## config.mk

```make
export PLATFORM = sky130hd
export DESIGN_NAME = uart_rx_cfg
export DESIGN_NICKNAME = d
export VERILOG_FILES = /design/src/rtl/uart_pkg.sv /design/src/rtl/uart_rx_sync.sv /design/src/rtl/uart_rx_cfg.sv
export SDC_FILE = /design/constraint.sdc
export NUM_CORES = 1
export LEC_CHECK = 0
export ABC_AREA = 1
export ABC_CLOCK_PERIOD_IN_PS = 1450
export BUFFER_PORTS_ARGS = -buffer_cell sky130_fd_sc_hd__buf_2
export CAP_MARGIN = 20
export CELL_PAD_IN_SITES_DETAIL_PLACEMENT = 1
export CELL_PAD_IN_SITES_GLOBAL_PLACEMENT = 1
export CORE_UTILIZATION = 35
export DETAILED_ROUTE_END_ITERATION = 12
export PLACE_DENSITY = 0.66
export SLEW_MARGIN = 20
export SYNTH_ARGS = -nofsm -noshare
export SYNTH_HDL_FRONTEND = slang
export SYNTH_SLANG_ARGS = --single-unit
```

## constraint.sdc

```tcl
create_clock -name clk -period 1.45 [get_ports clk]
set_input_delay 0.145 -clock clk [delete_from_list [all_inputs] [get_ports clk]]
set_output_delay 0.145 -clock clk [all_outputs]
set_load 0.05 [all_outputs]
```

## src/rtl/uart_pkg.sv

```systemverilog
// Shared UART definitions: parity-mode encodings, FSM state encodings and a
// 3-input majority helper used by both the RX and TX paths.
package uart_pkg;

   localparam logic [1:0] PAR_NONE = 2'b00;
   localparam logic [1:0] PAR_EVEN = 2'b01;
   localparam logic [1:0] PAR_ODD  = 2'b10;

   typedef enum logic [2:0] {
      ST_IDLE   = 3'd0,
      ST_START  = 3'd1,
      ST_DATA   = 3'd2,
      ST_PARITY = 3'd3,
      ST_STOP   = 3'd4
   } uart_state_e;

   function automatic logic maj3(input logic a, input logic b, input logic c);
      return (a & b) | (a & c) | (b & c);
   endfunction

   // Mode 2'b11 is deliberately treated as no parity.
   function automatic logic par_enabled(input logic [1:0] mode);
      return (mode == PAR_EVEN) || (mode == PAR_ODD);
   endfunction

endpackage

```

## src/rtl/uart_rx_sync.sv

```systemverilog
// Two-flop synchroniser for the serial line, falling-edge detect on the
// synchronised signal, and a 3-sample majority vote taken on os_tick.
module uart_rx_sync
   import uart_pkg::*;
(
   input  logic clk,
   input  logic reset_n,
   input  logic os_tick,
   input  logic rx,
   output logic rxs,
   output logic rx_fall,
   output logic vote
);

   logic       sync1_q, sync1_d;
   logic       sync2_q, sync2_d;
   logic       prev_q, prev_d;
   logic [1:0] taps_q, taps_d;

   always_comb begin
      sync1_d = rx;
      sync2_d = sync1_q;
      prev_d  = sync2_q;
      taps_d  = taps_q;
      if (os_tick) taps_d = {taps_q[0], sync2_q};
   end

   always_ff @(posedge clk or negedge reset_n) begin
      if (!reset_n) begin
         sync1_q <= 1'b1;
         sync2_q <= 1'b1;
         prev_q  <= 1'b1;
         taps_q  <= 2'b11;
      end else begin
         sync1_q <= sync1_d;
         sync2_q <= sync2_d;
         prev_q  <= prev_d;
         taps_q  <= taps_d;
      end
   end

   // Vote combines the two previous tick samples with the live one, so on the
   // vote tick it covers ticks N-2, N-1 and N.
   assign rxs     = sync2_q;
   assign rx_fall = prev_q & ~sync2_q;
   assign vote    = maj3(taps_q[1], taps_q[0], sync2_q);

endmodule

```

## src/rtl/uart_rx_cfg.sv

```systemverilog
// UART receiver: oversampled start/data/parity/stop recovery with majority
// voting, single-entry holding register and framing/parity/break/overrun flags.
//
// state     | meaning
// ST_IDLE   | line idle, waiting for a falling edge on rxs
// ST_START  | validating start bit; parity mode latched on a good vote
// ST_DATA   | shifting DATA_W bits in, LSB first
// ST_PARITY | sampling and checking the parity bit
// ST_STOP   | sampling STOP_BITS stop bits; leaves right after the last vote
module uart_rx_cfg
   import uart_pkg::*;
#(
   parameter int DATA_W     = 8,
   parameter int OVERSAMPLE = 16,
   parameter int STOP_BITS  = 1
) (
   input  logic              clk,
   input  logic              reset_n,
   input  logic              os_tick,
   input  logic              rx,
   input  logic [1:0]        cfg_parity,
   input  logic              rx_ready,
   output logic [DATA_W-1:0] rx_data,
   output logic              rx_valid,
   output logic              frame_err,
   output logic              parity_err,
   output logic              break_det,
   output logic              overrun,
   output logic              rx_busy
);

   localparam int              CNT_W     = $clog2(OVERSAMPLE);
   localparam logic [CNT_W-1:0] CNT_VOTE = CNT_W'(OVERSAMPLE / 2 + 1);
   localparam logic [CNT_W-1:0] CNT_LAST = CNT_W'(OVERSAMPLE - 1);
   localparam logic [3:0]       DATA_LAST = 4'(DATA_W - 1);
   localparam logic [3:0]       STOP_LAST = 4'(STOP_BITS - 1);

   logic rxs, rx_fall, vote;

   uart_rx_sync u_sync (
      .clk     (clk),
      .reset_n (reset_n),
      .os_tick (os_tick),
      .rx      (rx),
      .rxs     (rxs),
      .rx_fall (rx_fall),
      .vote    (vote)
   );

   uart_state_e       state_q, state_d;
   logic [CNT_W-1:0]  cnt_q, cnt_d;
   logic [3:0]        bit_q, bit_d;
   logic [DATA_W-1:0] shreg_q, shreg_d;
   logic [1:0]        mode_q, mode_d;
   logic              par_bit_q, par_bit_d;
   logic              perr_c_q, perr_c_d;
   logic              ferr_c_q, ferr_c_d;
   logic              done_q, done_d;
   logic [DATA_W-1:0] rx_data_q, rx_data_d;
   logic              rx_valid_q, rx_valid_d;
   logic              frame_err_q, frame_err_d;
   logic              parity_err_q, parity_err_d;
   logic              break_q, break_d;
   logic              overrun_q, overrun_d;
   logic              busy_q, busy_d;

   logic tick_vote, tick_end, brk_c;

   assign tick_vote = os_tick && (cnt_q == CNT_VOTE);
   assign tick_end  = os_tick && (cnt_q == CNT_LAST);
   assign brk_c     = (shreg_q == '0) && (!par_enabled(mode_q) || !par_bit_q) && ferr_c_q;

   always_comb begin
      state_d      = state_q;
      cnt_d        = cnt_q;
      bit_d        = bit_q;
      shreg_d      = shreg_q;
      mode_d       = mode_q;
      par_bit_d    = par_bit_q;
      perr_c_d     = perr_c_q;
      ferr_c_d     = ferr_c_q;
      done_d       = 1'b0;
      rx_data_d    = rx_data_q;
      rx_valid_d   = rx_valid_q;
      frame_err_d  = frame_err_q;
      parity_err_d = parity_err_q;
      break_d      = 1'b0;
      overrun_d    = 1'b0;

      if (os_tick && state_q != ST_IDLE)
         cnt_d = (cnt_q == CNT_LAST) ? '0 : cnt_q + CNT_W'(1);

      case (state_q)
         ST_IDLE: begin
            if (rx_fall) begin
               state_d  = ST_START;
               cnt_d    = '0;
               bit_d    = '0;
               perr_c_d = 1'b0;
               ferr_c_d = 1'b0;
            end
         end
         ST_START: begin
            if (tick_vote) begin
               if (vote) state_d = ST_IDLE;
               else      mode_d  = cfg_parity;
            end else if (tick_end) begin
               state_d = ST_DATA;
            end
         end
         ST_DATA: begin
            if (tick_vote) shreg_d = {vote, shreg_q[DATA_W-1:1]};
            if (tick_end) begin
               if (bit_q == DATA_LAST) begin
                  bit_d   = '0;
                  state_d = par_enabled(mode_q) ? ST_PARITY : ST_STOP;
               end else begin
                  bit_d = bit_q + 4'd1;
               end
            end
         end
         ST_PARITY: begin
            if (tick_vote) begin
               par_bit_d = vote;
               perr_c_d  = ((^shreg_q) ^ vote) != (mode_q == PAR_ODD);
            end
            if (tick_end) state_d = ST_STOP;
         end
         ST_STOP: begin
            if (tick_vote) begin
               if (!vote) ferr_c_d = 1'b1;
               if (bit_q == STOP_LAST) begin
                  state_d = ST_IDLE;
                  done_d  = 1'b1;
               end
            end else if (tick_end) begin
               bit_d = bit_q + 4'd1;
            end
         end
         default: state_d = ST_IDLE;
      endcase

      if (rx_valid_q && rx_ready) rx_valid_d = 1'b0;

      // A completing frame may reload in the same cycle the old word is taken.
      if (done_q) begin
         break_d = brk_c;
         if (!rx_valid_q || rx_ready) begin
            rx_data_d    = shreg_q;
            frame_err_d  = ferr_c_q;
            parity_err_d = perr_c_q;
            rx_valid_d   = 1'b1;
         end else begin
            overrun_d = 1'b1;
         end
      end

      busy_d = (state_d != ST_IDLE);
   end

   always_ff @(posedge clk or negedge reset_n) begin
      if (!reset_n) begin
         state_q      <= ST_IDLE;
         cnt_q        <= '0;
         bit_q        <= '0;
         shreg_q      <= '0;
         mode_q       <= PAR_NONE;
         par_bit_q    <= 1'b0;
         perr_c_q     <= 1'b0;
         ferr_c_q     <= 1'b0;
         done_q       <= 1'b0;
         rx_data_q    <= '0;
         rx_valid_q   <= 1'b0;
         frame_err_q  <= 1'b0;
         parity_err_q <= 1'b0;
         break_q      <= 1'b0;
         overrun_q    <= 1'b0;
         busy_q       <= 1'b0;
      end else begin
         state_q      <= state_d;
         cnt_q        <= cnt_d;
         bit_q        <= bit_d;
         shreg_q      <= shreg_d;
         mode_q       <= mode_d;
         par_bit_q    <= par_bit_d;
         perr_c_q     <= perr_c_d;
         ferr_c_q     <= ferr_c_d;
         done_q       <= done_d;
         rx_data_q    <= rx_data_d;
         rx_valid_q   <= rx_valid_d;
         frame_err_q  <= frame_err_d;
         parity_err_q <= parity_err_d;
         break_q      <= break_d;
         overrun_q    <= overrun_d;
         busy_q       <= busy_d;
      end
   end

   assign rx_data    = rx_data_q;
   assign rx_valid   = rx_valid_q;
   assign frame_err  = frame_err_q;
   assign parity_err = parity_err_q;
   assign break_det  = break_q;
   assign overrun    = overrun_q;
   assign rx_busy    = busy_q;

endmodule

```

==> results_dict.tcl, run 1 <==
set metrics [dict create \
    status "finished clean" \
    power_frac_clock 0.223 \
    overflow 0 \
    grt_start_max_net_pins 30 \
    synth_top_family_by_area "simple AND/OR/NAND/NOR gates" \
    layout_min_cycle_time_ns 1.43 \
    wl_um 5090 \
    whs_ns 0.0865 \
    yosysTopAreaCell "dfrtp_1" \
    cp.required_ns 1.64 \
    cap_viol_max_count 0 \
    synthFlopType "dfrtp_1" \
    grt_first_pass_wirelength_um 8140 \
    grt_pass1_vias 1765 \
    die-area_mm2 0.00654 \
    vias 1778 \
    drt_iter0_drc 76 \
    routabilityCongestion 0.802 \
    worstPathMaxFanout 3 \
    grt_setup_unrepaired "yes" \
    cts_max_path_buffers 2 \
    synth-seq-cells 44 \
    synth_mux_area_frac 0.00517 \
    synth_xor_area_frac 0.0483 \
    numClockSinks 44 \
    coreArea_mm2 0.00596 \
    die_y_um 80.9 \
    grtUsageTotal 0.163 \
    p_int_w 0.00276 \
    fin_area_mm2 0.00285 \
    ant_nets 0 \
    synth_edf_count 0 \
    power_density_mw_per_mm2 1550 \
    slew_violations 0 \
    hold_viol_final 0 \
    cts_made_buffers 5 \
    netSwitchingPower_w 0.00167 \
    syn_inst 257 \
    nNetsFinal 322 \
    wl_per_cell_um 13.3 \
    yosysWarnings 0 \
    numPortBuffers 20 \
    synthArstFlopShare 1.00 \
    hold_path.class "in2reg" \
    clk_latency_ns 0.30 \
    cts_tree "done" \
    dp_cells 363 \
    cp-start-kind "flip-flop" \
    p_leak_nw 1.44 \
    cp.arrival_ns 1.63 \
    nFillCells 732 \
    avgSynthCellArea_um2 8.47 \
    yosysTopAreaCellShare 0.448 \
    fmax_ghz 0.697 \
    setup_viol 0 \
    diodes 0 \
    seqPwrFrac 0.361 \
    syn_area_mm2 0.00218 \
    synth-compound-area-share 0.0874 \
    io_pins 21 \
    comb_power_share 0.416 \
    clock-root-buffer "clkbuf_8" \
    finalNonFillerCells 382 \
    clk_pin_slew_ns 0.09 \
    ir_drop_uv 631 \
    critPathCaptureType "flip-flop" \
    drive_gt1_frac 0.339 \
    area_growth_pct 30.9 \
    grt_antenna_before_repair 0 \
    start_util 0.366 \
    synth_fp_nets 273 \
    placed_cell_area_mm2 0.00248 \
    die_w_um 80.9 \
    dp_slack_ns -0.141 \
    timing_worst_setup_path_type "reg2reg" \
    switching_share 0.377 \
    relSlewSlack 0.719 \
    ys_top_cells_by_area "dfrtp_1 (45%), nand2_1 (12%), inv_1 (6.9%), dfstp_2 (6.0%), ha_1 (5.2%)" \
    drc 0 \
    yosys.area_share.simple 0.221 \
    htreeDepth 2 \
    finalClockSkew_ns 0.0121 \
    final.setup.tns_ns 0 \
    yosysSeqAreaShare 0.509 \
    viasPerCell 4.65 \
    fin_ws_ns 0.0159 \
    rows 28 \
    fin_crit_sh 0.989 \
    hpwlAfterDp_um 3580 \
    worstMarginPinSlew_ns 0.422 \
    dr.pass1.iters 4 \
    synthAdderAreaFrac 0.0517 \
    synth.distinct_cells 24 \
]
==> layout make-up <==
class | instances | area [um2] | share of cell area
tap | 75 | 93.8 | 0.0329
inverter | 41 | 154 | 0.0540
clock inverter | 3 | 46.3 | 0.0162
sequential | 44 | 1110 | 0.388
timing repair buffer | 44 | 314 | 0.110
clock buffer | 5 | 68.8 | 0.0241
multi-input combinational | 170 | 1070 | 0.374
==> worst paths after layout <==
kind / startpoint / end / cells after the start / slack [ns]
worst max-delay path: cnt_q[1] / rx_busy / 9 / 0.02
worst min-delay path: cfg_parity[0] / mode_q[0] / 3 / 0.09
worst max register to register: cnt_q[1] / rx_busy / 9 / 0.02
worst min register to register: u_sync.sync1_q / u_sync.rxs / 0 / 0.36
max in group asynchronous: reset_n / u_sync.taps_q[1] / 3 / 0.58
min in group asynchronous: reset_n / bit_q[1] / 2 / 0.31
==> power by group through the flow <==
stage / Combinational [W] / Clock [W] / Sequential, W
after floorplan: 0.00106 / 0 / 0.00162
after CTS: 0.00154 / 0.00102 / 0.00158
after global routing: 0.00208 / 0.00107 / 0.00163
final: 0.00184 / 0.000988 / 0.00160
after detailed placement: 0.00151 / 0 / 0.00160
after global placement: 0.00147 / 0 / 0.00159
==> kinds of logic after synthesis <==
kind of cell               count (synthesis)
and+or+nand+nor                          111
DFF                                       44
buffers and inverters                     43
AOI/OAI and AO/OA                         37
xor gates and xnor gates                  12
adders and majority gates                  9
muxes                                      1
==> registers in the layout (all words and copies together), names as in the netlist, 2 cells and up <==
name,flops
bit_q,4
cnt_q,4
mode_q,2
rx_data,8
shreg_q,8
state_q,3
u_sync.taps_q,2
==> cell usage after synthesis (4+ instances only) <==
library cell  instances
nand3_1               8
a21oi_1               8
nor2_4                4
dfstp_2               5
dfrtp_1              39
nor2_1               22
o21ai_0              21
inv_1                40
o21ai_1               6
xor2_1                7
ha_1                  9
nand2_1              69
xnor2_1               5
==> cell usage in the layout (no fill, tap or decap), types with 2 or more instances in the layout <==
master	Yosys	routed
buf_2	0	20
nand3_1	8	5
dfstp_2	5	5
ha_4	0	4
buf_12	0	2
nor2_4	4	7
xor2_1	7	7
dfrtp_1	39	39
nand2_2	2	14
ha_1	9	3
a21oi_1	8	7
ha_2	0	2
inv_1	40	36
nor2_2	1	9
buf_4	0	19
o21ai_0	21	16
nor2_1	22	11
dlygate4sd3_1	0	2
o21ai_1	6	10
nand4_1	3	3
nand3_2	1	3
xnor2_1	5	4
inv_2	1	5
nand2_1	69	57
clkbuf_8	0	5
==> layer usage <==
layer  wire (um)  GRT usage  vias up
li1            -          -      898
met1        2410      0.217      846
met2        2500      0.264       29
met3         123     0.0371        5
met4          49     0.0482        0
met5           0          0        -
==> worst max-delay path, stage by stage (launching register included) <==
cell and delay (ns):
dfrtp_1 0.42, inv_2 0.07, ha_2 0.18, nand2_2 0.07
nor2_4 0.14, nand3_2 0.10, nand2_1 0.07, nand2_1 0.06
nor2_2 0.13, nand3_1 0.08
==> timing repair <==
action / in CTS / in global routing
endpoints found under the setup margin: 17 / 20
hold endpoints to repair: 12 / 0
gates resized for setup: 8 / 45
buffers inserted: 1 / 8
hold buffers: 2 / 0
pin swaps: 2 / 8
==> stage by stage <==
step / total power (W) / utilization
after global routing: 0.00478 / 0.479
after global placement: 0.00306 / 0.416
final: 0.00442 / 0.479
after CTS: 0.00415 / 0.444
after detailed placement: 0.00311 / 0.416
after floorplan: 0.00269 / -
No activity file was read; power rests on OpenSTA's default activity.
==> run 2, diff against run 1 <==
RECOVER_POWER = 100   (was unset)
==> run 2 against run 1 <==
Via count grew 0.17%. Sequential cell count is the same. Sequential power is essentially flat. Critical endpoint unchanged.
==> results_dict.tcl, run 2 (synthesized netlist as in run 1, its figures left out) <==
set metrics [dict create \
    cts_tree "done" \
    slew_violations 0 \
    routabilityCongestion 0.802 \
    crit_chain "inv_2, ha_2, nand2_2, nor2_4, nand3_2, nand2_1, nand2_1, nor2_2, nand3_1" \
    hold_path.class "in2reg" \
    die_y_um 80.9 \
    critPathCaptureType "flip-flop" \
    diodes 0 \
    cp.arrival_ns 1.63 \
    fin_ws_ns 0.0149 \
    drc 0 \
    area_growth_pct 29.8 \
    clk_pin_slew_ns 0.09 \
    layout_commonest_cell "nand2_1" \
    dr.pass1.iters 4 \
    finalClockSkew_ns 0.0121 \
    worstPathMaxFanout 3 \
    hold_viol_final 0 \
    wl_per_cell_um 13.3 \
    numPortBuffers 20 \
    vias 1781 \
    grt_antenna_before_repair 0 \
    power_density_mw_per_mm2 1560 \
    drt_iter0_drc 73 \
    cts_made_buffers 5 \
    grt_start_max_net_pins 30 \
    cap_viol_max_count 0 \
    hpwlAfterDp_um 3580 \
    setup_viol 0 \
    grt_first_pass_wirelength_um 8140 \
    cp.required_ns 1.64 \
    wl_um 5100 \
    fin_crit_sh 0.990 \
    viasPerCell 4.66 \
    htreeDepth 2 \
    coreArea_mm2 0.00596 \
    worstMarginPinSlew_ns 0.977 \
    dp_slack_ns -0.141 \
    cp-start-kind "flip-flop" \
    grt_setup_unrepaired "yes" \
    ant_nets 0 \
    p_leak_nw 1.38 \
    grtUsageTotal 0.163 \
    cp_slowest_cell "dfrtp_1" \
    die_w_um 80.9 \
    drive_gt1_frac 0.290 \
    whs_ns 0.0865 \
    numClockSinks 44 \
    rows 28 \
    die-area_mm2 0.00654 \
    layout_min_cycle_time_ns 1.44 \
    fmax_ghz 0.697 \
    nNetsFinal 322 \
    start_util 0.366 \
    overflow 0 \
    timing_worst_setup_path_type "reg2reg" \
    io_pins 21 \
    relSlewSlack 0.349 \
    utilization 0.474 \
    grt_pass1_vias 1765 \
    critPathMostFrequentCell "nand2_1" \
    ir_drop_uv 631 \
    clock-root-buffer "clkbuf_8" \
    clk_latency_ns 0.30 \
    critPathMaxStageDelay_ns 0.42 \
    cts_max_path_buffers 2 \
    status "finished clean" \
    final_cell_mix "nand2_1 (57), dfrtp_1 (39), inv_1 (36), buf_4 (18), o21ai_0 (16)" \
]
run 2: final cells by class:
type	instances	area, um2
clock buffers	5	68.8
inverters	41	154
clock inverters	3	46.3
well taps	75	93.8
flip-flops and latches	44	1110
repair buffers	44	289
multi-input cells	170	1070
fillers	745	3130
run 2: power breakdown:
part | internal, W | switching [W]
Combinational | 0.000791 | 0.00105
Sequential | 0.00144 | 0.000157
Clock | 0.000520 | 0.000469
Total | 0.00275 | 0.00167
run 2: stage by stage:
step / cells / total power, W / instance area [um2] / TNS [ns]
after floorplan: 257 / 0.00269 / 2180 / 0
after global placement: 363 / 0.00306 / 2480 / -0.224
after detailed placement: 363 / 0.00311 / 2480 / -0.441
after CTS: 374 / 0.00415 / 2650 / -0.00632
after global routing: 382 / 0.00477 / 2830 / -0.835
final: 382 / 0.00442 / 2830 / 0
run 2: repair_timing:
| action | CTS | global route |
|---|---|---|
| gates cloned | 0 | 0 |
| buffers inserted | 1 | 8 |
| pin swaps | 2 | 8 |
| endpoints found under the hold margin | 12 | 0 |
| gates resized for setup | 8 | 45 |
| hold buffers | 2 | 0 |
| endpoints found under the setup margin | 17 | 20 |
run 2: final timing paths:
| path | from | endpoint | slack [ns] | depth (start not counted) |
|---|---|---|---|---|
| worst max-delay path | cnt_q[1] | rx_busy | 0.01 | 9 |
| worst min register to register | u_sync.sync1_q | u_sync.rxs | 0.36 | 0 |
| worst min-delay path | cfg_parity[0] | mode_q[0] | 0.09 | 3 |
| max in group asynchronous | reset_n | u_sync.taps_q[1] | 0.15 | 3 |
| min in group asynchronous | reset_n | bit_q[1] | 0.51 | 2 |
| worst max register to register | cnt_q[1] | rx_busy | 0.01 | 9 |
run 2: per-layer routing:
metal,global-route usage,wire (um),share of wire
met1,0.217,2390,0.47
met2,0.264,2530,0.50
met3,0.0371,119,0.023
met4,0.0482,49,0.0096
met5,0,0,0
run 2: critical path: cells and delay by family (launching register included):
kind | cells | cell delay (ns)
DFF | 1 | 0.42
and+or+nand+nor | 7 | 0.66
buffers and inverters | 1 | 0.07
adders and majority gates | 1 | 0.18
